===== config.mk =====
export PLATFORM = sky130hd
export DESIGN_NAME = watch_timer_flat
export DESIGN_NICKNAME = d
export VERILOG_FILES = /design/src/rtl/watch_timer_pkg.sv /design/src/rtl/watch_timer_if.sv /design/src/rtl/watch_timer_bcd_stage.sv /design/src/rtl/watch_timer.sv /design/src/flat_wrapper.sv
export SDC_FILE = /design/constraint.sdc
export NUM_CORES = 1
export LEC_CHECK = 0
export ABC_AREA = 1
export ABC_CLOCK_PERIOD_IN_PS = 3000
export BUFFER_PORTS_ARGS = -buffer_cell sky130_fd_sc_hd__buf_2
export CORE_ASPECT_RATIO = 1.1
export CORE_MARGIN = 1.5
export CORE_UTILIZATION = 30
export DETAILED_ROUTE_END_ITERATION = 16
export PLACE_DENSITY_LB_ADDON = 0.05
export SETUP_SLACK_MARGIN = 0.15
export SLEW_MARGIN = 20
export SYNTH_ARGS = -nofsm -noshare
export SYNTH_HDL_FRONTEND = slang
export SYNTH_HIERARCHICAL = 1
export SYNTH_SLANG_ARGS = --single-unit
export TNS_END_PERCENT = 50

===== constraint.sdc =====
create_clock -name Crystal -period 3 [get_ports Crystal]
set_input_delay 0.6 -clock Crystal [delete_from_list [all_inputs] [get_ports Crystal]]
set_output_delay 0.6 -clock Crystal [all_outputs]
set_load 0.05 [all_outputs]

===== src/rtl/watch_timer_pkg.sv =====
// Shared definitions for the stopwatch time-keeping slice: lap state encodings
// and BCD digit limits.
package watch_timer_pkg;

  typedef enum logic {
    LIVE = 1'b0,
    HELD = 1'b1
  } lap_state_e;

  localparam logic [3:0] DEC_MAX = 4'd9;
  localparam logic [3:0] SEX_MAX = 4'd5;

endpackage


===== src/rtl/watch_timer_if.sv =====
// Control/display bundle between the stopwatch button FSM, watch_timer and
// the display driver.
interface watch_timer_if;
  logic        WatchRunning;
  logic        WatchReset;
  logic        Lap;
  logic [23:0] Display;
  logic        Tick;
  logic        Held;
  logic        Overflow;

  modport master (
    output WatchRunning, WatchReset, Lap,
    input  Display, Tick, Held, Overflow
  );

  modport slave (
    input  WatchRunning, WatchReset, Lap,
    output Display, Tick, Held, Overflow
  );
endinterface


===== src/rtl/watch_timer_bcd_stage.sv =====
// One BCD digit counting 0..MAX; CarryOut fires on the increment that wraps it
// so six of these chain into the mm:ss.hh counter.
module bcd_stage
  import watch_timer_pkg::*;
#(
  parameter logic [3:0] MAX = DEC_MAX
) (
  input  logic       Crystal,
  input  logic       nSysReset,
  input  logic       Clear,
  input  logic       Inc,
  output logic [3:0] Q,
  output logic       CarryOut
);

  always_ff @(posedge Crystal or negedge nSysReset) begin
    if (!nSysReset) begin
      Q <= 4'd0;
    end else if (Clear) begin
      Q <= 4'd0;
    end else if (Inc) begin
      Q <= (Q == MAX) ? 4'd0 : Q + 4'd1;
    end
  end

  assign CarryOut = Inc & (Q == MAX);

endmodule


===== src/rtl/watch_timer.sv =====
// Stopwatch time-keeping datapath: prescaler, BCD mm:ss.hh counter, sticky
// overflow and a lap-hold freeze of the display.
module watch_timer
  import watch_timer_pkg::*;
#(
  parameter int TICK_DIV = 10,
  parameter int CNT_W    = 20
) (
  input  logic          Crystal,
  input  logic          nSysReset,
  watch_timer_if.slave  wt
);

  logic [CNT_W-1:0] Count;
  logic [23:0]      Time;
  logic [23:0]      LapTime;
  logic             LapPrev;
  logic             tick_end;
  logic             inc;
  logic [6:0]       carry;
  logic             lap_rise;
  logic             capture;
  logic             tick_q;
  logic             overflow_q;
  lap_state_e       state_q;
  lap_state_e       state_d;

  assign tick_end = (Count == CNT_W'(TICK_DIV - 1));
  assign inc      = wt.WatchRunning & ~wt.WatchReset & tick_end;
  assign lap_rise = wt.Lap & ~LapPrev;

  // Prescaler keeps its partial progress while paused.
  always_ff @(posedge Crystal or negedge nSysReset) begin
    if (!nSysReset) begin
      Count <= '0;
    end else if (wt.WatchReset) begin
      Count <= '0;
    end else if (wt.WatchRunning) begin
      Count <= tick_end ? '0 : Count + CNT_W'(1);
    end
  end

  // Digit chain, least significant first: H0 H1 S0 S1 M0 M1.
  assign carry[0] = inc;

  bcd_stage #(.MAX(DEC_MAX)) u_h0 (.Crystal, .nSysReset, .Clear(wt.WatchReset),
    .Inc(carry[0]), .Q(Time[3:0]),   .CarryOut(carry[1]));
  bcd_stage #(.MAX(DEC_MAX)) u_h1 (.Crystal, .nSysReset, .Clear(wt.WatchReset),
    .Inc(carry[1]), .Q(Time[7:4]),   .CarryOut(carry[2]));
  bcd_stage #(.MAX(DEC_MAX)) u_s0 (.Crystal, .nSysReset, .Clear(wt.WatchReset),
    .Inc(carry[2]), .Q(Time[11:8]),  .CarryOut(carry[3]));
  bcd_stage #(.MAX(SEX_MAX)) u_s1 (.Crystal, .nSysReset, .Clear(wt.WatchReset),
    .Inc(carry[3]), .Q(Time[15:12]), .CarryOut(carry[4]));
  bcd_stage #(.MAX(DEC_MAX)) u_m0 (.Crystal, .nSysReset, .Clear(wt.WatchReset),
    .Inc(carry[4]), .Q(Time[19:16]), .CarryOut(carry[5]));
  bcd_stage #(.MAX(SEX_MAX)) u_m1 (.Crystal, .nSysReset, .Clear(wt.WatchReset),
    .Inc(carry[5]), .Q(Time[23:20]), .CarryOut(carry[6]));

  always_ff @(posedge Crystal or negedge nSysReset) begin
    if (!nSysReset) begin
      tick_q     <= 1'b0;
      overflow_q <= 1'b0;
      LapPrev    <= 1'b0;
      LapTime    <= '0;
      state_q    <= LIVE;
    end else begin
      tick_q  <= inc;
      LapPrev <= wt.Lap;
      state_q <= state_d;
      if (wt.WatchReset) begin
        overflow_q <= 1'b0;
        LapTime    <= '0;
      end else begin
        if (carry[6]) overflow_q <= 1'b1;
        if (capture)  LapTime    <= Time;
      end
    end
  end

  // Lap toggle; a clear forces LIVE and swallows a coincident lap edge.
  always_comb begin
    state_d = state_q;
    capture = 1'b0;
    if (wt.WatchReset) begin
      state_d = LIVE;
    end else if (lap_rise) begin
      case (state_q)
        LIVE: begin
          capture = 1'b1;
          state_d = HELD;
        end
        HELD:    state_d = LIVE;
        default: state_d = LIVE;
      endcase
    end
  end

  assign wt.Display  = (state_q == HELD) ? LapTime : Time;
  assign wt.Held     = (state_q == HELD);
  assign wt.Tick     = tick_q;
  assign wt.Overflow = overflow_q;

endmodule


===== src/flat_wrapper.sv =====
// flat-port wrapper written by rule: the top's interface ports become plain ports
module watch_timer_flat import watch_timer_pkg::*;
#(
  parameter int TICK_DIV = 10,
  parameter int CNT_W    = 20
)
  (Crystal, nSysReset, wt_WatchRunning, wt_WatchReset, wt_Lap, wt_Display, wt_Tick, wt_Held, wt_Overflow);
  watch_timer_if wt_i ();
  input  logic Crystal;
  input  logic nSysReset;
  input wire logic [$bits(wt_i.WatchRunning)-1:0] wt_WatchRunning;
  input wire logic [$bits(wt_i.WatchReset)-1:0] wt_WatchReset;
  input wire logic [$bits(wt_i.Lap)-1:0] wt_Lap;
  output wire logic [$bits(wt_i.Display)-1:0] wt_Display;
  output wire logic [$bits(wt_i.Tick)-1:0] wt_Tick;
  output wire logic [$bits(wt_i.Held)-1:0] wt_Held;
  output wire logic [$bits(wt_i.Overflow)-1:0] wt_Overflow;
  assign wt_i.WatchRunning = wt_WatchRunning;
  assign wt_i.WatchReset = wt_WatchReset;
  assign wt_i.Lap = wt_Lap;
  assign wt_Display = wt_i.Display;
  assign wt_Tick = wt_i.Tick;
  assign wt_Held = wt_i.Held;
  assign wt_Overflow = wt_i.Overflow;
  watch_timer #(.TICK_DIV(TICK_DIV), .CNT_W(CNT_W)) u_core (.Crystal(Crystal), .nSysReset(nSysReset), .wt(wt_i));
endmodule

# == Word level (Yosys, flattened, before mapping) ==
# Index checks and enable logic that the tools add are counted.
# word_totals
ff_bits,72
inputBits,5
output_inout_bits,27
# op_classes
n_addsub,7
eq_ne,7
muxes,32
n_bitwise,12
reduce_logical,10
# op_table
cell,n
24-bit 2-to-1 mux,3
4-bit 2-to-1 mux,18
20-bit 2-to-1 mux,3
"4-bit by 1-bit adder with 4-bit output, second input constant",6
"20-bit by 1-bit adder with 20-bit output, second input constant",1
"20-bit by 4-bit equality test with 1-bit output, second input constant",1
2-bit nonzero test,10
"4-bit equality test, second input constant",4
1-bit AND,9
"4-bit by 3-bit equality test with 1-bit output, second input constant",2
1-bit 2-to-1 mux,7
1-bit NOT,3
1-bit one-hot mux with 2 select lines,1

# == Logic depth before layout (Yosys ltp) ==
# Gate-level depths: netlist (run 1).
# logic_depth
ltp_word,11
depth_mapped,21
ltp_nobuf,21

# == Modules after synthesis ==
# The synthesis (run 1) kept the hierarchy.
# modules_own_cells
module,instances,cells_per_inst,area_per_inst_um2
watch_timer,1,326,2585.0
bcd_stage at u_core.u_h0 ...,4,40,265.3
bcd_stage at u_core.u_m1 ...,2,40,262.8

# == Least setup slack after synthesis (run 1) ==
# Ideal clock, no wire load.
# synth_path
path_type,reg2out
start,register u_core.state_q (netlist: u_core/wt.Held)
end,output wt_Display[0]
arrival_ns,2.223
t_required_ns,2.400
path_slack_ns,0.177
path_stages_with_launch,5
n_path_buf,2
path_cell_list,dfrtp_1 > inv_1 > buf_2 > buf_2 > o21ai_0
# synth_via
elab_chain_len,1
# synth_rtl
item,line,text
"start, declared",watch_timer.sv:25,lap_state_e state_q;
"start signal, assigned",watch_timer.sv:69,state_q <= state_d;
24-bit 2-to-1 mux,watch_timer.sv:98,assign wt.Display = (state_q == HELD) ? LapTime : Time;
"end, declared",flat_wrapper.sv:14,output wire logic [$bits(wt_i.Display)-1:0] wt_Display;
# No other way between the ends.

# == Worst setup path in the final report (run 1) ==
# layout_path
start,register u_core.state_q (netlist: u_core/wt.Held)
end,output wt_Display[1]
# The elaborated chain is that of the path after synthesis.

==> reports/metrics.json, run 1 <==
{
  "setup_path": {
    "cp-start-kind": "flop",
    "worst-path-max-fanout": 29,
    "worstPathCellList": "inv_1, buf_12, nand2_1, o21ai_0, buf_2",
    "crit_buf_inv": 3,
    "maximum_cell_stage_delay_along_the_critical_path_ns": 0.45,
    "endpoint_kind": "primary output",
    "critical_path.reg2reg.endpoint": "u_core/u_m1/Q[2]$_DFFE_PN0P_",
    "cp.arrival_ns": 1.95,
    "cp_top_family": "buffers and inverters",
    "worst_case_register_to_register_setup_slack_ns": 0.52,
    "r2r.worst_path.cells": 20,
    "critPathKind": "flop to primary output",
    "critical_path.slowest_cell": "sky130_fd_sc_hd__inv_1",
    "worst_r2r_startpoint": "u_core/Count[2]$_DFFE_PN0P_",
    "worst-endpoint-required_ns": 2.40
  },
  "finish": {
    "final_util_pct": 35.7,
    "area.growth.synth_to_final_pct": 17.2,
    "fillerInstances": 1470,
    "design.final.nets": 622,
    "drive_gt1_share_pct": 14.3,
    "num_antenna_cells": 0,
    "final_standard_cell_area_without_fillers_mm2": 0.00489
  },
  "die": {
    "core_region_area_mm2": 0.0137,
    "floorplan.initialDensity_pct": 30.5,
    "core.rowCount": 45,
    "die_y_um": 127,
    "fp.dieArea_mm2": 0.0146,
    "boundaryPins": 32,
    "die_w_um": 115
  },
  "sta": {
    "tightestPinTransition_ns": 1.02,
    "grt_setup_unrepaired": "false",
    "setup_viol_count_final": 0,
    "max_slew_margin_pct": 31.8,
    "layout_worst_path_cycle_share_pct": 84.9,
    "post-route-min-period_ns": 2.55,
    "setup_tns_ns": 0,
    "timing_max_transition_violations_final": 0,
    "finalClockSkew_ns": 0.00540,
    "clock.fmax_mhz": 393,
    "final-hold-violation-count": 0
  },
  "power": {
    "power_leakage_nw": 2.36,
    "peakVddDrop_mv": 0.175,
    "power.density_mw_per_mm2": 441
  },
  "route": {
    "detail_route.iter0.violations": 125,
    "dr.pass1.iters": 4,
    "detail_route.drc_violations": 0,
    "detail_route.vias_per_cell": 4.49,
    "drt-wirelength-per-cell_um": 12.3,
    "detail-route-antenna-nets": 0,
    "finalWirelength_mm": 9.80,
    "vias": 3570
  },
  "placed_design": {
    "gp_routability_congestion": 0.773,
    "dpl-instance-area_mm2": 0.00456,
    "dp_hpwl_mm": 6.76,
    "port_buffers": 31
  },
  "cts": {
    "worst_setup_hold_path_clk_slew_ns": 0.06,
    "numClockSinks": 72,
    "clkLatencyLatePin_ns": 0.34,
    "clockBufferDepth": 2,
    "maximum_level_of_the_cts_h_tree": 3,
    "cts-hold-fix-buffers": 0,
    "clock_tree.root_cell": "sky130_fd_sc_hd__clkbuf_16",
    "cts_made_buffers": 9,
    "clock_tree_from_tritoncts": "done"
  },
  "global_routing": {
    "grt_first_pass_wirelength_mm": 16.5,
    "global_route.overflow_total": 0,
    "total_routing_usage_gr_pct": 14.6,
    "grt_antenna_before_repair": 0,
    "grt_max_degree": 73,
    "first_global_vias": 3414
  },
  "flow_run": {
    "maxCapViolCount": 0
  },
  "synthesis": {
    "mappedNetlistNets": 585,
    "synthesis.area_mm2": 0.00417,
    "synth-async-reset-ratio_pct": 100,
    "post_synth_most_frequent_cells": "sky130_fd_sc_hd__nand2_1, sky130_fd_sc_hd__inv_1, sky130_fd_sc_hd__dfrtp_1",
    "synth_cell_type_count": 28,
    "yosys.cell_count.top_type": "sky130_fd_sc_hd__nand2_1",
    "netlist_instances": 566,
    "yosysTopAreaCellShare_pct": 43.2,
    "ys.warnings.count": 6,
    "ys_dominant_reg_cell": "sky130_fd_sc_hd__dfrtp_1",
    "synth_enable_flop_cells": 0,
    "seq_area_frac_synth_pct": 43.2,
    "postSynthAreaPerCell_um2": 7.37,
    "synth-seq-cells": 72,
    "synth_area_leaders": "sky130_fd_sc_hd__dfrtp_1, sky130_fd_sc_hd__nand2_1, sky130_fd_sc_hd__inv_1",
    "synth_area_leader_cell": "sky130_fd_sc_hd__dfrtp_1"
  },
  "status": {
    "outcome": "complete, no violations"
  },
  "min_path": {
    "hold_path.class": "primary input to async pin"
  }
}
## cell type report
type	count	area, µm²	share of cell area [%]
multi-input combinational	385	1970	40.4
clock buffer	11	243	4.97
clock inverter	4	45.0	0.921
tap	188	235	4.81
sequential	72	1800	36.9
inverter	97	364	7.45
timing repair buffer	38	226	4.63
## stage by stage
stage | hold slack (ns) | power (mW) | instances | setup slack, ns
floorplan | 0.304 | 1.05 | 566 | 0.177
global placement | 0.488 | 1.10 | 778 | 0.270
detailed placement | 0.491 | 1.10 | 778 | 0.228
CTS | 0.368 | 2.20 | 793 | 0.204
global route | 0.362 | 2.25 | 795 | 0.151
finish | 0.240 | 2.16 | 795 | 0.454
## layout by cell type, fill, tap and decap left out, types with 3 or more instances in the layout
cell type,count
sky130_fd_sc_hd__clkbuf_16,9
sky130_fd_sc_hd__clkinv_2,3
sky130_fd_sc_hd__nand2_1,178
sky130_fd_sc_hd__nor2_1,35
sky130_fd_sc_hd__nand4_1,12
sky130_fd_sc_hd__o22ai_1,26
sky130_fd_sc_hd__ha_1,14
sky130_fd_sc_hd__buf_2,30
sky130_fd_sc_hd__nor2_4,5
sky130_fd_sc_hd__inv_1,94
sky130_fd_sc_hd__dfrtp_1,72
sky130_fd_sc_hd__o21bai_1,7
sky130_fd_sc_hd__xnor2_1,3
sky130_fd_sc_hd__xor2_1,7
sky130_fd_sc_hd__buf_4,6
sky130_fd_sc_hd__o32ai_1,4
sky130_fd_sc_hd__o21ai_0,25
sky130_fd_sc_hd__inv_2,3
sky130_fd_sc_hd__nand2_2,7
sky130_fd_sc_hd__o21ai_1,5
sky130_fd_sc_hd__nand3_1,35
sky130_fd_sc_hd__nor2_2,14
## worst max-delay path by stage
| stage | start | to | slack, ns | cells after the start |
|---|---|---|---|---|
| after floorplan | u_core/wt.Held$_DFFE_PN0P_ | wt_Display[0] | 0.18 | 4 |
| after global placement | wt_WatchRunning | u_core/u_m1/Q[2]$_DFFE_PN0P_ | 0.27 | 19 |
| after detailed placement | u_core/Count[0]$_DFFE_PN0P_ | u_core/u_m1/Q[2]$_DFFE_PN0P_ | 0.23 | 19 |
| after CTS | u_core/Count[0]$_DFFE_PN0P_ | u_core/u_m1/Q[2]$_DFFE_PN0P_ | 0.20 | 20 |
| after global routing | u_core/Count[1]$_DFFE_PN0P_ | u_core/u_m1/Q[2]$_DFFE_PN0P_ | 0.15 | 21 |
| final | u_core/wt.Held$_DFFE_PN0P_ | wt_Display[1] | 0.45 | 5 |
## cell families after synthesis
kind of cell,share of synthesized area (%)
and+or+nand+nor,30.2
buffers and inverters,10.1
xor gates and xnor gates,2.10
DFF,43.2
AOI/OAI and AO/OA,10.2
adders and majority gates,4.20
## metal layers
metal / GRT usage (%) / vias up / wire length (µm)
li1: - / 1859 / -
met1: 18.9 / 1650 / 4800
met2: 23.2 / 48 / 4490
met3: 2.58 / 13 / 289
met4: 7.26 / 0 / 216
met5: 0 / - / 0
## report_power, final
group / switching (mW) / leakage [nW] / total, mW / internal (mW)
registers: 0.00423 / 1.00 / 0.980 / 0.975
clock network: 0.416 / 0.145 / 1.07 / 0.658
logic: 0.0810 / 1.22 / 0.104 / 0.0227
total: 0.501 / 2.36 / 2.16 / 1.66
## state kept, by name (all words and copies together), names as in the netlist
| name | cells |
|---|---|
| u_core/LapTime | 24 |
| u_core/Count | 20 |
| u_core/u_h0/Q | 4 |
| u_core/u_h1/Q | 4 |
| u_core/u_m0/Q | 4 |
| u_core/u_m1/Q | 4 |
| u_core/u_s0/Q | 4 |
| u_core/u_s1/Q | 4 |
| u_core/LapPrev | 1 |
| u_core/wt.Held | 1 |
| u_core/wt.Overflow | 1 |
| u_core/wt.Tick | 1 |
## what timing repair did
item / 4_1_cts / 5_1_grt
setup buffers: 0 / 2
endpoints found under the setup margin: 0 / 9
resized for setup: 0 / 8
No activity file was read; power rests on OpenSTA's default activity.
==> run 2, diff against run 1 <==
--- a/config.mk
+++ b/config.mk
@@ -6,7 +6,7 @@
 export NUM_CORES = 1
 export LEC_CHECK = 0
 export ABC_AREA = 1
-export ABC_CLOCK_PERIOD_IN_PS = 3000
+export ABC_CLOCK_PERIOD_IN_PS = 2450
 export BUFFER_PORTS_ARGS = -buffer_cell sky130_fd_sc_hd__buf_2
 export CORE_ASPECT_RATIO = 1.1
 export CORE_MARGIN = 1.5
==> constraint.sdc (replaced) <==
create_clock -name Crystal -period 2.45 [get_ports Crystal]
set_input_delay 0.49 -clock Crystal [delete_from_list [all_inputs] [get_ports Crystal]]
set_output_delay 0.49 -clock Crystal [all_outputs]
set_load 0.05 [all_outputs]
==> reports/metrics.json, run 2 (synthesized netlist as in run 1, its figures left out) <==
{
  "route": {
    "vias": 3701,
    "detail_route.iter0.violations": 205,
    "drt-wirelength-per-cell_um": 12.5,
    "detail_route.drc_violations": 0,
    "detail-route-antenna-nets": 0,
    "dr.pass1.iters": 4,
    "finalWirelength_mm": 10.4,
    "detail_route.vias_per_cell": 4.42
  },
  "cts": {
    "clock_tree_from_tritoncts": "done",
    "numClockSinks": 72,
    "maximum_level_of_the_cts_h_tree": 3,
    "cts_made_buffers": 9,
    "cts-hold-fix-buffers": 0,
    "clkLatencyLatePin_ns": 0.35,
    "clock_tree.root_cell": "sky130_fd_sc_hd__clkbuf_16",
    "clockBufferDepth": 2,
    "worst_setup_hold_path_clk_slew_ns": 0.06
  },
  "setup_path": {
    "worstPathCellList": "inv_2, ha_4, nand3_4, nor3_4, and3_4, inv_2, nor2_4, inv_2, nor2_4, inv_2, nor2_4, inv_2, nor2_4, inv_2, nor2_4, inv_2, nand2_4, nand2_2, nand2_1, nand2_1, nor2_1",
    "critical_path.slowest_cell": "sky130_fd_sc_hd__dfrtp_1",
    "worst-endpoint-required_ns": 2.72,
    "crit_cells": 21,
    "r2r.worst_path.cells": 21,
    "crit_buf_inv": 7,
    "critPathKind": "flop to flop",
    "maximum_cell_stage_delay_along_the_critical_path_ns": 0.39,
    "cp.arrival_ns": 2.59,
    "most_used_cell_along_the_critical_path": "sky130_fd_sc_hd__inv_2",
    "cp_top_family": "simple AND/OR/NAND/NOR gates",
    "cp-start-kind": "flop",
    "endpoint_kind": "flop",
    "worst-path-max-fanout": 3
  },
  "finish": {
    "final_standard_cell_area_without_fillers_mm2": 0.00532,
    "fillerInstances": 1465,
    "largest_register_ff_count": 24,
    "area.growth.synth_to_final_pct": 27.5,
    "storage_cell_area_mm2": 0.00180,
    "mostFrequentLayoutCells": "sky130_fd_sc_hd__nand2_1, sky130_fd_sc_hd__inv_1, sky130_fd_sc_hd__dfrtp_1, sky130_fd_sc_hd__buf_4",
    "multiInputGateArea_mm2": 0.00207,
    "drive_gt1_share_pct": 23.1,
    "final_util_pct": 38.9,
    "num_antenna_cells": 0,
    "max_flop_register": "u_core/LapTime",
    "design.final.nets": 664,
    "top_regs": "u_core/LapTime (24), u_core/Count (20)",
    "commonest_non_fill_non_tap_cell_in_the_layout": "sky130_fd_sc_hd__nand2_1"
  },
  "global_routing": {
    "first_global_vias": 3556,
    "fraction_of_met1_tracks_used_by_global_routing_pct": 22.2,
    "total_routing_usage_gr_pct": 15.7,
    "grt_antenna_before_repair": 0,
    "grt.busiest_layer": "met2",
    "globalRouteMet3Util_pct": 2.44,
    "groute.layer.met2.usage_pct": 23.5,
    "grt_first_pass_wirelength_mm": 17.8,
    "grt_max_degree": 50,
    "global_route.overflow_total": 0
  },
  "sta": {
    "max_slew_margin_pct": 68.4,
    "final-hold-violation-count": 0,
    "setup_tns_ns": 0,
    "clock.fmax_mhz": 432,
    "grt_setup_unrepaired": "true",
    "finalClockSkew_ns": 0.00467,
    "layout_worst_path_cycle_share_pct": 94.4,
    "post-route-min-period_ns": 2.31,
    "setup_viol_count_final": 0,
    "tightestPinTransition_ns": 0.474,
    "timing_max_transition_violations_final": 0
  },
  "die": {
    "die_w_um": 115,
    "fp.dieArea_mm2": 0.0146,
    "core_region_area_mm2": 0.0137,
    "core.rowCount": 45,
    "boundaryPins": 32,
    "floorplan.initialDensity_pct": 30.5,
    "die_y_um": 127
  },
  "min_path": {
    "hold_path.class": "primary input to async pin"
  },
  "power": {
    "peakVddDrop_mv": 0.220,
    "power.density_mw_per_mm2": 501,
    "power_leakage_nw": 2.59
  },
  "flow_run": {
    "maxCapViolCount": 0
  },
  "placed_design": {
    "gp_routability_congestion": 0.769,
    "port_buffers": 31,
    "dpl-instance-area_mm2": 0.00489,
    "dp_hpwl_mm": 7.38
  },
  "status": {
    "outcome": "complete, no violations"
  }
}
==> run 2: cell types whose count changed in the layout (fill, tap and decap cells not counted), moves of 2 or more <==
cell                      delta
sky130_fd_sc_hd__o21ai_2     +3
sky130_fd_sc_hd__nor2_4      +5
sky130_fd_sc_hd__nor2_1      -2
sky130_fd_sc_hd__o21ai_0     -4
sky130_fd_sc_hd__nand3_1     -2
sky130_fd_sc_hd__buf_4      +41
sky130_fd_sc_hd__nand2_4     +2
sky130_fd_sc_hd__inv_1       -9
sky130_fd_sc_hd__inv_2       +9
sky130_fd_sc_hd__buf_12      +2
sky130_fd_sc_hd__nor2_2      -3
sky130_fd_sc_hd__nand2_1     -3
==> run 2: what timing repair did <==
action                     4_1_cts  5_1_grt
setup endpoints to repair        9       13
pin swaps                       11        9
resized for setup               11       24
gates cloned                     0        0
setup buffers                    3        2
==> run 2: area by class of cell <==
type,count,area share [%]
well taps,188,4.42
inverters,97,6.85
multi-input cells,385,38.9
clock buffers,9,4.23
clock inverters,6,1.15
repair buffers,80,10.6
flip-flops and latches,72,33.9
==> run 2: metrics by stage <==
stage / cells / hold slack, ns / setup WS, ns / power (mW)
after global placement: 817 / 0.483 / -0.141 / 1.37
after floorplan: 566 / 0.194 / -0.109 / 1.29
after global routing: 837 / 0.139 / -0.0669 / 2.78
final: 837 / 0.0976 / 0.137 / 2.67
after CTS: 835 / 0.106 / 0.106 / 2.71
after detailed placement: 817 / 0.477 / -0.220 / 1.37
==> run 2: worst paths after layout <==
kind                                                 from                             end  slack (ns)
setup / recovery              u_core/Count[1]$_DFFE_PN0P_    u_core/u_m1/Q[2]$_DFFE_PN0P_        0.14
hold / removal                                  nSysReset   u_core/LapTime[4]$_DFFE_PN0P_         0.1
setup reg to reg              u_core/Count[1]$_DFFE_PN0P_    u_core/u_m1/Q[2]$_DFFE_PN0P_        0.14
hold reg to reg            u_core/wt.Overflow$_DFFE_PN0P_  u_core/wt.Overflow$_DFFE_PN0P_        0.50
max in group asynchronous                       nSysReset  u_core/LapTime[18]$_DFFE_PN0P_        1.75
min in group Crystal                               wt_Lap        u_core/LapPrev$_DFF_PN0_        0.27
==> run 2: report_power, final <==
| part | switching, mW | internal [mW] | total [mW] |
|---|---|---|---|
| clock | 0.527 | 0.778 | 1.31 |
| combinational | 0.113 | 0.0498 | 0.163 |
| sequential | 0.00336 | 1.19 | 1.20 |
| total | 0.644 | 2.02 | 2.67 |
==> run 2: metal layers <==
layer	part of all wire (%)	routed length (µm)
met2	45	4660
met1	51	5280
met5	0	0
met3	2.6	272
met4	2.1	224
